`config.mk`:
```
export PLATFORM = sky130hd
export DESIGN_NAME = microcode_sequencer
export DESIGN_NICKNAME = d
export VERILOG_FILES = /design/src/rtl/mcseq_pkg.sv /design/src/rtl/microcode_sequencer.sv
export SDC_FILE = /design/constraint.sdc
export NUM_CORES = 1
export LEC_CHECK = 0
export CELL_PAD_IN_SITES_DETAIL_PLACEMENT = 1
export CELL_PAD_IN_SITES_GLOBAL_PLACEMENT = 1
export CORE_ASPECT_RATIO = 0.8
export CORE_MARGIN = 1.5
export CORE_UTILIZATION = 23
export DETAILED_ROUTE_END_ITERATION = 8
export GPL_TIMING_DRIVEN = 0
export PLACE_DENSITY_LB_ADDON = 0.15
export SETUP_SLACK_MARGIN = 0.05
export SLEW_MARGIN = 20
export SYNTH_ARGS = -nofsm -noshare
export SYNTH_HDL_FRONTEND = slang
export SYNTH_SLANG_ARGS = --single-unit
```
`constraint.sdc`:
```
create_clock -name clk -period 6.35 [get_ports clk]
set_input_delay 1.27 -clock clk [delete_from_list [all_inputs] [get_ports clk]]
set_output_delay 1.27 -clock clk [all_outputs]
set_load 0.01 [all_outputs]
```
`src/rtl/mcseq_pkg.sv`:
```
// mcseq_pkg
// Purpose: constants shared by the microcode sequencer and the microcode
//          assembler. Holds the sequencing-field encodings, the word field
//          widths, the condition-flag indices, the FSM state type and the
//          default configuration (word size, ROM depth, slot size, reset slot).
// Ports:   none (package only).
package mcseq_pkg;

  // Default configuration. RESET_OPCODE selects the slot run after reset.
  // 0x02 is an unused 6502 opcode (KIL), so it cannot collide with real code.
  localparam int          DEFAULT_WORD_SIZE    = 16;
  localparam int          DEFAULT_ROM_SIZE     = 1024;
  localparam int          DEFAULT_SLOT_BITS    = 2;
  localparam logic [7:0]  DEFAULT_RESET_OPCODE = 8'h02;
  localparam logic [7:0]  IRQ_OPCODE           = 8'h00;

  // Word layout from the MSB down: SEQ (2 bits), COND (2 bits), then CTRL
  // fills the remaining low bits. For 16-bit words this is SEQ=[15:14],
  // COND=[13:12], CTRL=[11:0].
  localparam int SEQ_W  = 2;
  localparam int COND_W = 2;
  localparam int FLAG_W = 4;

  // Sequencing field encodings.
  typedef enum logic [SEQ_W-1:0] {
    SEQ_NEXT = 2'b00,
    SEQ_END  = 2'b01,
    SEQ_SKIP = 2'b10,
    SEQ_HOLD = 2'b11
  } seq_e;

  // COND indexes the flags bus {V,N,Z,C}.
  localparam logic [COND_W-1:0] COND_C = 2'd0;
  localparam logic [COND_W-1:0] COND_Z = 2'd1;
  localparam logic [COND_W-1:0] COND_N = 2'd2;
  localparam logic [COND_W-1:0] COND_V = 2'd3;

  // Sequencer states.
  typedef enum logic [1:0] {
    ST_RESET = 2'd0,
    ST_FETCH = 2'd1,
    ST_EXEC  = 2'd2
  } state_e;

endpackage

```
`src/rtl/microcode_sequencer.sv`:
```
// microcode_sequencer
// Purpose: steps through the registered microcode ROM (1-cycle read
//          latency) for the 6502 core. Each opcode owns a slot of
//          2**SLOT_BITS words starting at {opcode, 0}. The SEQ field of each
//          returned word chooses the next address. The CTRL field goes to
//          the datapath together with a valid strobe.
// Ports:
//   clk        in   rising-edge clock
//   rst        in   synchronous, active-high reset
//   op_valid   in   opcode available from the fetch path
//   op_data    in   [7:0] opcode byte
//   op_ready   out  sequencer can accept an opcode this cycle
//   rom_addr   out  [ADDR_W-1:0] ROM address, sampled by the ROM at the next edge
//   rom_word   in   [WORD_SIZE-1:0] registered ROM output
//   flags      in   [3:0] condition inputs {V,N,Z,C}, indexed by COND
//   stall      in   datapath/memory not ready; the sequencer freezes
//   ctrl_out   out  [WORD_SIZE-5:0] control field, zero unless ctrl_valid
//   ctrl_valid out  ctrl_out must be applied this cycle
//   instr_done out  pulse on the last micro-op of an instruction
//   ucode_err  out  pulse when a micro-op would run past the end of its slot
//   irq_req    in   (MCSEQ_IRQ_EN only) level interrupt request
//   irq_ack    out  (MCSEQ_IRQ_EN only) pulse when the BRK slot is dispatched
// Optional feature: define MCSEQ_IRQ_EN to add interrupt dispatch from FETCH.
module microcode_sequencer
  import mcseq_pkg::*;
#(
  parameter int         WORD_SIZE    = DEFAULT_WORD_SIZE,
  parameter int         ROM_SIZE     = DEFAULT_ROM_SIZE,
  parameter int         SLOT_BITS    = DEFAULT_SLOT_BITS,
  parameter logic [7:0] RESET_OPCODE = DEFAULT_RESET_OPCODE,
  localparam int        ADDR_W       = $clog2(ROM_SIZE)
) (
  input  logic                  clk,
  input  logic                  rst,
  input  logic                  op_valid,
  input  logic [7:0]            op_data,
  output logic                  op_ready,
  output logic [ADDR_W-1:0]     rom_addr,
  input  logic [WORD_SIZE-1:0]  rom_word,
  input  logic [FLAG_W-1:0]     flags,
  input  logic                  stall,
  output logic [WORD_SIZE-5:0]  ctrl_out,
  output logic                  ctrl_valid,
  output logic                  instr_done,
`ifdef MCSEQ_IRQ_EN
  input  logic                  irq_req,
  output logic                  irq_ack,
`endif
  output logic                  ucode_err
);

  localparam int SEQ_LSB  = WORD_SIZE - SEQ_W;
  localparam int COND_LSB = SEQ_LSB - COND_W;
  localparam int CTRL_W   = WORD_SIZE - SEQ_W - COND_W;

  localparam logic [ADDR_W-1:0] RESET_ADDR = ADDR_W'({RESET_OPCODE, {SLOT_BITS{1'b0}}});

  state_e                state_q, state_d;
  logic [ADDR_W-1:0]     cur_addr_q, cur_addr_d;
  logic [ADDR_W-1:0]     op_addr;

  seq_e                  seq;
  logic [COND_W-1:0]     cond;
  logic                  cond_true;
  logic [SLOT_BITS:0]    step;
  logic [SLOT_BITS:0]    ofs_sum;
  logic                  overrun;
  logic [ADDR_W-1:0]     adv_addr;

  assign op_addr = ADDR_W'({op_data, {SLOT_BITS{1'b0}}});

  // The advance is computed inside the slot offset with one extra carry bit.
  // A carry means the step would leave the slot. In that case the upper
  // address bits are never incremented, so the neighbouring slot is never
  // addressed.
  always_comb begin
    seq       = seq_e'(rom_word[SEQ_LSB +: SEQ_W]);
    cond      = rom_word[COND_LSB +: COND_W];
    cond_true = flags[cond];
    step      = (seq == SEQ_SKIP && cond_true) ? (SLOT_BITS+1)'(2) : (SLOT_BITS+1)'(1);
    ofs_sum   = {1'b0, cur_addr_q[SLOT_BITS-1:0]} + step;
    overrun   = ofs_sum[SLOT_BITS];
    adv_addr  = {cur_addr_q[ADDR_W-1:SLOT_BITS], ofs_sum[SLOT_BITS-1:0]};
  end

  // Next-state and output logic. Whenever the sequencer does not advance,
  // rom_addr re-presents cur_addr. This keeps the registered rom_word in
  // step with cur_addr, so a frozen or held word is still correct when
  // execution resumes.
  always_comb begin
    state_d    = state_q;
    cur_addr_d = cur_addr_q;
    rom_addr   = cur_addr_q;
    op_ready   = 1'b0;
    ctrl_valid = 1'b0;
    ctrl_out   = '0;
    instr_done = 1'b0;
    ucode_err  = 1'b0;
`ifdef MCSEQ_IRQ_EN
    irq_ack    = 1'b0;
`endif

    if (rst) begin
      state_d    = ST_RESET;
      cur_addr_d = RESET_ADDR;
      rom_addr   = RESET_ADDR;
    end else begin
      unique case (state_q)
        ST_RESET: begin
          rom_addr   = RESET_ADDR;
          cur_addr_d = RESET_ADDR;
          state_d    = ST_EXEC;
        end

        ST_FETCH: begin
`ifdef MCSEQ_IRQ_EN
          // A pending interrupt takes the dispatch slot ahead of any opcode.
          op_ready = !stall && !irq_req;
          if (irq_req && !stall) begin
            irq_ack    = 1'b1;
            rom_addr   = ADDR_W'({IRQ_OPCODE, {SLOT_BITS{1'b0}}});
            cur_addr_d = ADDR_W'({IRQ_OPCODE, {SLOT_BITS{1'b0}}});
            state_d    = ST_EXEC;
          end else if (op_valid && op_ready) begin
`else
          op_ready = !stall;
          if (op_valid && op_ready) begin
`endif
            rom_addr   = op_addr;
            cur_addr_d = op_addr;
            state_d    = ST_EXEC;
          end
        end

        ST_EXEC: begin
          if (!stall) begin
            ctrl_valid = 1'b1;
            ctrl_out   = rom_word[CTRL_W-1:0];
            if (seq == SEQ_END) begin
              instr_done = 1'b1;
              state_d    = ST_FETCH;
            end else if (seq == SEQ_HOLD && !cond_true) begin
              // The word repeats. The defaults keep rom_addr on cur_addr.
            end else if (overrun) begin
              ucode_err  = 1'b1;
              instr_done = 1'b1;
              state_d    = ST_FETCH;
            end else begin
              rom_addr   = adv_addr;
              cur_addr_d = adv_addr;
            end
          end
        end

        default: begin
          state_d = ST_RESET;
        end
      endcase
    end
  end

  // State and current-address registers.
  always_ff @(posedge clk) begin
    if (rst) begin
      state_q    <= ST_RESET;
      cur_addr_q <= RESET_ADDR;
    end else begin
      state_q    <= state_d;
      cur_addr_q <= cur_addr_d;
    end
  end

endmodule
```
==> results.md, run 1 <==
| Group | Result | Reported |
|---|---|---|
| cts | Number of clock sinks seen by CTS | 12 |
| drt | Residual DRC count | 0 |
| pwr | Worst voltage drop across the vdd grid | 0.000113 V |
| placed design | DP Worst Slack | 913 ps |
| critical path | Kind of cell adding the most delay to the critical path | buffers and inverters |
| die | Die Height | 52.6 um |
| cts | Number of cells upsized or downsized after cts | 0 |
| finish | Final core area utilization | 48.0% |
| cts | Clock latency at the later pin of the worst-skew pair | 230 ps |
| sta | Highest clock frequency the design can meet | 183 MHz |
| yosys | Mapped cell area | 708 um2 |
| worst hold path | Worst hold path depth | 2 |
| sta | Endpoints failing setup | 0 |
| placed design | Count of buffers inserted at the top-level ports | 57 |
| drt | Antenna Nets Post-Route | 0 |
| pwr | Total power | 191 uW |
| cts | Total setup buffers inserted after CTS | 0 |
| yosys | Sequential area share after synthesis | 33.9% |
| sta | Setup slack of the critical path after layout | 873 ps |
| yosys | Post-Syn Instances | 79 |
| yosys | Top cell types by occurrence after synthesis | 12 x sky130_fd_sc_hd__and2_1, 12 x sky130_fd_sc_hd__dfxtp_1, 11 x sky130_fd_sc_hd__nor2_1 |
| cts | Root Buffer Master | sky130_fd_sc_hd__clkbuf_8 |
| sta | Worst clock skew on the final layout | 3.37 ps |
| critical path | Max FO, Critical Path | 4 |
| yosys | Top cell type by total area after synthesis | sky130_fd_sc_hd__dfxtp_1 |
| yosys | Synthesized Nets | 113 |
| global routing | Number of global-route vias before repair | 776 |
| drt | DR iter-0 viols | 16 |
| critical path | R2r startpoint | cur_addr_q[0] |
| yosys | Number of warning messages in the yosys log | 0 |
| pwr | Power density over the cells | 140 nW/um2 |
| sta | Total negative slack for setup checks | 0 ps |
| global routing | Gr ovfl total | 0 |
| drt | Via count | 805 |
| critical path | Critical Path Source Type | primary input |
| yosys | EDFF count, synth | 0 |
| global routing | First-pass GRT wire length | 3530 um |
| critical path | Type of the worst setup path | in -> out |
| critical path | Capturing point of the worst reg2reg path | cur_addr_q[1] |
| run | Max-cap violation count | 0 |
| sta | Final period utilization | 86.3% |
| critical path | CP Buf/Inv Count | 3 |
| critical path | Delay of the slowest cell on the worst path | 560 ps |
| sta | Post-route minimum period | 5480 ps |
| die | I/O pin count | 58 |
| critical path | Kind of end point of the critical path | output pin |
| drt | Per-cell routed wire length | 12.5 um |
| critical path | Setup slack, reg-to-reg | 4530 ps |
| yosys | Number of storage elements in the synthesis netlist | 12 |
| sta | Worst slew margin relative to its limit | 69.5% |
| critical path | CP required | 5080 ps |
| finish | Number of antenna cells inserted | 0 |
| placed design | Area post-placement | 1330 um2 |
| worst hold path | Startpoint of the tightest hold check path | cur_addr_q[3] |
| finish | Post-Layout Inst Area | 1370 um2 |
| cts | H-tree depth | 1 |
| critical path | Series of cell instances along the critical path | clkdlybuf4s50_1 > mux4_2 > nand3_1 > inv_1 > fa_1 > nor2_1 > a21boi_0 > o31ai_1 > a21oi_2 > clkdlybuf4s50_1 |
| sta | Max Slew Vio Count | 0 |
| global routing | Pin count of the biggest net entering global routing | 11 |
| yosys | Number of distinct library cells after synthesis | 31 |
| finish | Share of cells above drive strength 1 | 7.91% |
| die | X dimension of the die | 65.0 um |
| run status | Outcome | completed |
| placed design | DPL Wire Length | 1820 um |
| worst hold path | Sink of the worst hold path | cur_addr_q[3] |
| placed design | Gp weighted congestion | 0.668 |
| die | Die outline area | 3420 um2 |
| yosys | Share of flip-flops with an asynchronous set or reset | 0% |
| critical path | Worst endpoint data arrival time | 4210 ps |
| yosys | Average instance area after synthesis | 8.96 um2 |
| drt | Number of vias per cell | 4.55 |
| placed design | Placed cells | 174 |
| die | Initial Util | 24.8% |
| cts | Clock tree from TritonCTS | yes |
| drt | Routed Wire Length | 2210 um |
| sta | Setup repair after global routing missed its margin | false |
| finish | Final net count | 175 |
| sta | Measured slew at the worst slew-check pin | 456 ps |
| pwr | Leakage power of the design | 0.522 nW |
| worst hold path | Type of the tightest min-delay check | reg -> reg |
| yosys | Main flop type after synthesis | sky130_fd_sc_hd__dfxtp_1 |
| sta | Hold violation count in the final report | 0 |
| finish | Area added between synthesis and finish | 93.1% |
| critical path | Cell type of the slowest stage on the worst timing path | sky130_fd_sc_hd__mux4_2 |
| cts | TritonCTS buffer count | 3 |
| cts | Number of buffers inserted for hold repair after clock tree synthesis | 0 |
| die | Total number of placement rows | 17 |
| die | Floorplan core area | 2850 um2 |
| critical path | CP most frequent cell | sky130_fd_sc_hd__clkdlybuf4s50_1 |
| cts | CTS Buffer Depth | 2 |
| cts | Clock transition time at the flip-flop clock pins of the worst setup and hold paths | 50 ps |
| drt | First-pass iteration count of the detailed router | 4 |
| yosys | Area share of the largest cell type after synthesis | 33.9% |
| global routing | Number of antenna violations at the first check in global routing | 0 |
| global routing | GRT Resource Usage Total | 13.4% |
| finish | Count of placed standard cells in the final layout, fillers left out | 177 |
| yosys | Area contributors post-synth | sky130_fd_sc_hd__dfxtp_1 34%, sky130_fd_sc_hd__and2_1 11%, sky130_fd_sc_hd__a22oi_1 7.4%, sky130_fd_sc_hd__nor2_1 5.8%, sky130_fd_sc_hd__nand2b_1 4.4% |
| critical path | Cell count of the worst reg-to-reg path | 6 |
| sta | Worst hold slack | 485 ps |
## state kept, by name, indices dropped and copies added, names as in the netlist
name / cells
cur_addr_q: 10
state_q: 2
## per-layer routing
metal	part of all wire, %	routed length [um]	global-route usage, %
met1	49	1080	18.5
met2	42	940	20.1
met3	8.4	186	5.16
met4	0.50	11	2.08
met5	0	0	0
## cells by family (layout without fill, tap and decap cells)
| kind of cell | after synthesis | in the layout | share of synthesized area (%) |
|---|---|---|---|
| AOI/OAI and AO/OA | 20 | 20 | 20.5 |
| adders and majority gates | 2 | 2 | 4.59 |
| buffers and inverters | 6 | 66 | 5.12 |
| DFF | 12 | 12 | 33.9 |
| muxes | 1 | 1 | 3.18 |
| and+or+nand+nor | 38 | 38 | 32.7 |
## final cells by class
class | count | area [um2]
Buffer | 2 | 21.3
Clock buffer | 3 | 41.3
Fill cell | 361 | 1480
Inverter | 4 | 15.0
Multi-Input combinational cell | 61 | 432
Sequential cell | 12 | 240
Tap cell | 38 | 47.5
Timing Repair Buffer | 57 | 571
## cells in the final DEF (no fill, tap or decap), types with 2 or more instances in the layout
| master | count |
|---|---|
| sky130_fd_sc_hd__clkdlybuf4s50_1 | 57 |
| sky130_fd_sc_hd__and2_1 | 12 |
| sky130_fd_sc_hd__dfxtp_1 | 12 |
| sky130_fd_sc_hd__nor2_1 | 11 |
| sky130_fd_sc_hd__a22oi_1 | 7 |
| sky130_fd_sc_hd__nand2b_1 | 5 |
| sky130_fd_sc_hd__clkbuf_8 | 4 |
| sky130_fd_sc_hd__inv_1 | 3 |
| sky130_fd_sc_hd__a21o_1 | 2 |
| sky130_fd_sc_hd__a21oi_1 | 2 |
| sky130_fd_sc_hd__nand4_1 | 2 |
| sky130_fd_sc_hd__o31ai_1 | 2 |
## worst max-delay path by stage
stage | startpoint | end | slack [ps] | depth (start not counted)
after floorplan | rom_word[12] | rom_addr[1] | 2030 | 8
final | rom_word[12] | rom_addr[1] | 870 | 10
after CTS | rom_word[12] | rom_addr[1] | 880 | 10
after global routing | rom_word[12] | rom_addr[1] | 700 | 10
after detailed placement | rom_word[12] | rom_addr[1] | 910 | 10
after global placement | rom_word[12] | rom_addr[1] | 930 | 10
## tightest hold or removal path, cell delays in order (launching register included)
cell and delay (ps):
sky130_fd_sc_hd__dfxtp_1 310, sky130_fd_sc_hd__o32ai_1 60, sky130_fd_sc_hd__nand2b_1 80
## report_power, final
part           switching [mW]  leakage, nW  internal (mW)
sequential            0.00131       0.0972         0.0767
clock                  0.0249       0.0216         0.0415
combinational          0.0170        0.403         0.0299
No activity file was read; power rests on OpenSTA's default activity.
==> inputs of run 2 (changes only) <==
--- a/config.mk
+++ b/config.mk
@@ -7,13 +7,12 @@
 export LEC_CHECK = 0
 export CELL_PAD_IN_SITES_DETAIL_PLACEMENT = 1
 export CELL_PAD_IN_SITES_GLOBAL_PLACEMENT = 1
-export CORE_ASPECT_RATIO = 0.8
+export CORE_ASPECT_RATIO = 2
 export CORE_MARGIN = 1.5
 export CORE_UTILIZATION = 23
 export DETAILED_ROUTE_END_ITERATION = 8
 export GPL_TIMING_DRIVEN = 0
 export PLACE_DENSITY_LB_ADDON = 0.15
-export SETUP_SLACK_MARGIN = 0.05
 export SLEW_MARGIN = 20
 export SYNTH_ARGS = -nofsm -noshare
 export SYNTH_HDL_FRONTEND = slang
==> run 2 against run 1 <==
Clock skew is 1.7 ps lower. Via count is 0.75% higher. Core utilization is 1.4 points lower. Non-clock buffer count stayed put. Critical path type unchanged. Highest routed layer unchanged.
==> results.md, run 2 (synthesis results as in run 1) <==
| Group | Result | Reported |
|---|---|---|
| pwr | Total power | 208 uW |
| critical path | CP most frequent cell | sky130_fd_sc_hd__clkdlybuf4s50_1 |
| critical path | Delay of the slowest cell on the worst path | 570 ps |
| placed design | Count of buffers inserted at the top-level ports | 57 |
| cts | CTS Buffer Depth | 2 |
| global routing | Number of antenna violations at the first check in global routing | 0 |
| sta | Hold violation count in the final report | 0 |
| cts | Number of cells upsized or downsized after cts | 0 |
| critical path | Kind of end point of the critical path | output pin |
| drt | First-pass iteration count of the detailed router | 2 |
| die | I/O pin count | 58 |
| drt | Antenna Nets Post-Route | 0 |
| critical path | Worst endpoint data arrival time | 4200 ps |
| finish | Number of antenna cells inserted | 0 |
| finish | Max reg flops | 10 |
| critical path | Max FO, Critical Path | 4 |
| placed design | DPL Wire Length | 2010 um |
| pwr | Leakage power of the design | 0.529 nW |
| cts | Root Buffer Master | sky130_fd_sc_hd__clkbuf_8 |
| sta | Setup slack of the critical path after layout | 877 ps |
| drt | Per-cell routed wire length | 14.0 um |
| cts | H-tree depth | 1 |
| sta | Highest clock frequency the design can meet | 183 MHz |
| critical path | Cell type of the slowest stage on the worst timing path | sky130_fd_sc_hd__mux4_2 |
| finish | Top Registers | cur_addr_q: 10 flops, state_q: 2 flops |
| cts | Clock transition time at the flip-flop clock pins of the worst setup and hold paths | 50 ps |
| die | Initial Util | 24.1% |
| finish | Post-Layout Inst Area | 1370 um2 |
| sta | Worst slew margin relative to its limit | 70.0% |
| cts | Clock latency at the later pin of the worst-skew pair | 240 ps |
| cts | Number of buffers inserted for hold repair after clock tree synthesis | 0 |
| die | Die Height | 81.5 um |
| sta | Final period utilization | 86.2% |
| global routing | GRT Resource Usage Total | 13.5% |
| global routing | Gr ovfl total | 0 |
| global routing | Pin count of the biggest net entering global routing | 11 |
| sta | Worst clock skew on the final layout | 1.67 ps |
| sta | Post-route minimum period | 5470 ps |
| cts | Number of clock sinks seen by CTS | 12 |
| finish | Final core area utilization | 46.6% |
| worst hold path | Type of the tightest min-delay check | reg -> reg |
| pwr | Power density over the cells | 151 nW/um2 |
| drt | Via count | 811 |
| finish | Area added between synthesis and finish | 93.6% |
| drt | DR iter-0 viols | 9 |
| finish | Most common cell after layout, fill and taps aside | sky130_fd_sc_hd__clkdlybuf4s50_1 |
| placed design | Gp weighted congestion | 0.735 |
| sta | Endpoints failing setup | 0 |
| global routing | Number of global-route vias before repair | 838 |
| finish | Most used cells in the layout excluding fill and tap cells | 57 x sky130_fd_sc_hd__clkdlybuf4s50_1, 12 x sky130_fd_sc_hd__and2_1, 12 x sky130_fd_sc_hd__dfxtp_1, 11 x sky130_fd_sc_hd__nor2_1, 7 x sky130_fd_sc_hd__a22oi_1 |
| drt | Number of vias per cell | 4.77 |
| die | Floorplan core area | 2940 um2 |
| sta | Measured slew at the worst slew-check pin | 448 ps |
| die | X dimension of the die | 42.2 um |
| cts | Clock tree from TritonCTS | yes |
| drt | Routed Wire Length | 2390 um |
| sta | Worst hold slack | 509 ps |
| critical path | Series of cell instances along the critical path | clkdlybuf4s50_1 > mux4_2 > nand3_1 > inv_1 > fa_1 > nor2_1 > a21boi_0 > o31ai_1 > a21oi_2 > clkdlybuf4s50_1 |
| finish | Filler Cell Count | 352 |
| finish | Share of cells above drive strength 1 | 8.57% |
| pwr | Worst voltage drop across the vdd grid | 0.000127 V |
| finish | Reg with most FFs | cur_addr_q |
| sta | Setup repair after global routing missed its margin | false |
| run status | Outcome | completed |
| die | Total number of placement rows | 28 |
| die | Die outline area | 3440 um2 |
| finish | Final net count | 175 |
| cts | TritonCTS buffer count | 3 |
| critical path | CP required | 5080 ps |
| placed design | Placed cells | 166 |
| cts | Total setup buffers inserted after CTS | 0 |
| critical path | Critical Path Source Type | primary input |
| global routing | First-pass GRT wire length | 3690 um |
| critical path | Type of the worst setup path | in -> out |
| finish | Count of placed standard cells in the final layout, fillers left out | 170 |
| drt | Residual DRC count | 0 |
| placed design | DP Worst Slack | 844 ps |
| placed design | Area post-placement | 1320 um2 |
| sta | Max Slew Vio Count | 0 |
| sta | Total negative slack for setup checks | 0 ps |
| run | Max-cap violation count | 0 |
[run 2: layout make-up]
type / count / area (um2) / area share (%)
repair buffers: 57 / 571 / 41.6
inverters: 4 / 15.0 / 1.09
well taps: 30 / 37.5 / 2.74
plain buffers: 2 / 21.3 / 1.55
clock buffers: 4 / 55.1 / 4.01
flip-flops and latches: 12 / 240 / 17.5
multi-input cells: 61 / 432 / 31.5
[run 2: metal layers]
| metal | vias to the layer above | global-route usage [%] | wire (um) | share of wire, % |
|---|---|---|---|---|
| li1 | 402 | - | - | - |
| met1 | 368 | 13.4 | 819 | 34 |
| met2 | 37 | 28.0 | 1400 | 58 |
| met3 | 4 | 1.10 | 151 | 6.3 |
| met4 | 0 | 4.69 | 20 | 0.84 |
| met5 | - | 0 | 0 | 0 |
[run 2: path summary, 6_finish.rpt]
path                               startpoint             to  slack (ps)  cells past startpoint
worst max-delay path             rom_word[12]    rom_addr[1]         880                     10
worst min-delay path            cur_addr_q[3]  cur_addr_q[3]         510                      2
worst max register to register  cur_addr_q[0]  cur_addr_q[1]        4540                      6
worst min register to register  cur_addr_q[3]  cur_addr_q[3]         510                      2
[run 2: power breakdown]
| group | switching (mW) | internal (mW) | leakage (nW) |
|---|---|---|---|
| logic | 0.0171 | 0.0299 | 0.403 |
| clock network | 0.0280 | 0.0548 | 0.0288 |
| registers | 0.00127 | 0.0765 | 0.0972 |
| total | 0.0464 | 0.161 | 0.529 |
[run 2: worst max-delay path, delay by kind of cell]
family          cells  cell delay (ps)
buf+inv             3             1020
compound gates      3              580
mux                 1              570
fa+ha+maj           1              440
simple gates        2              320
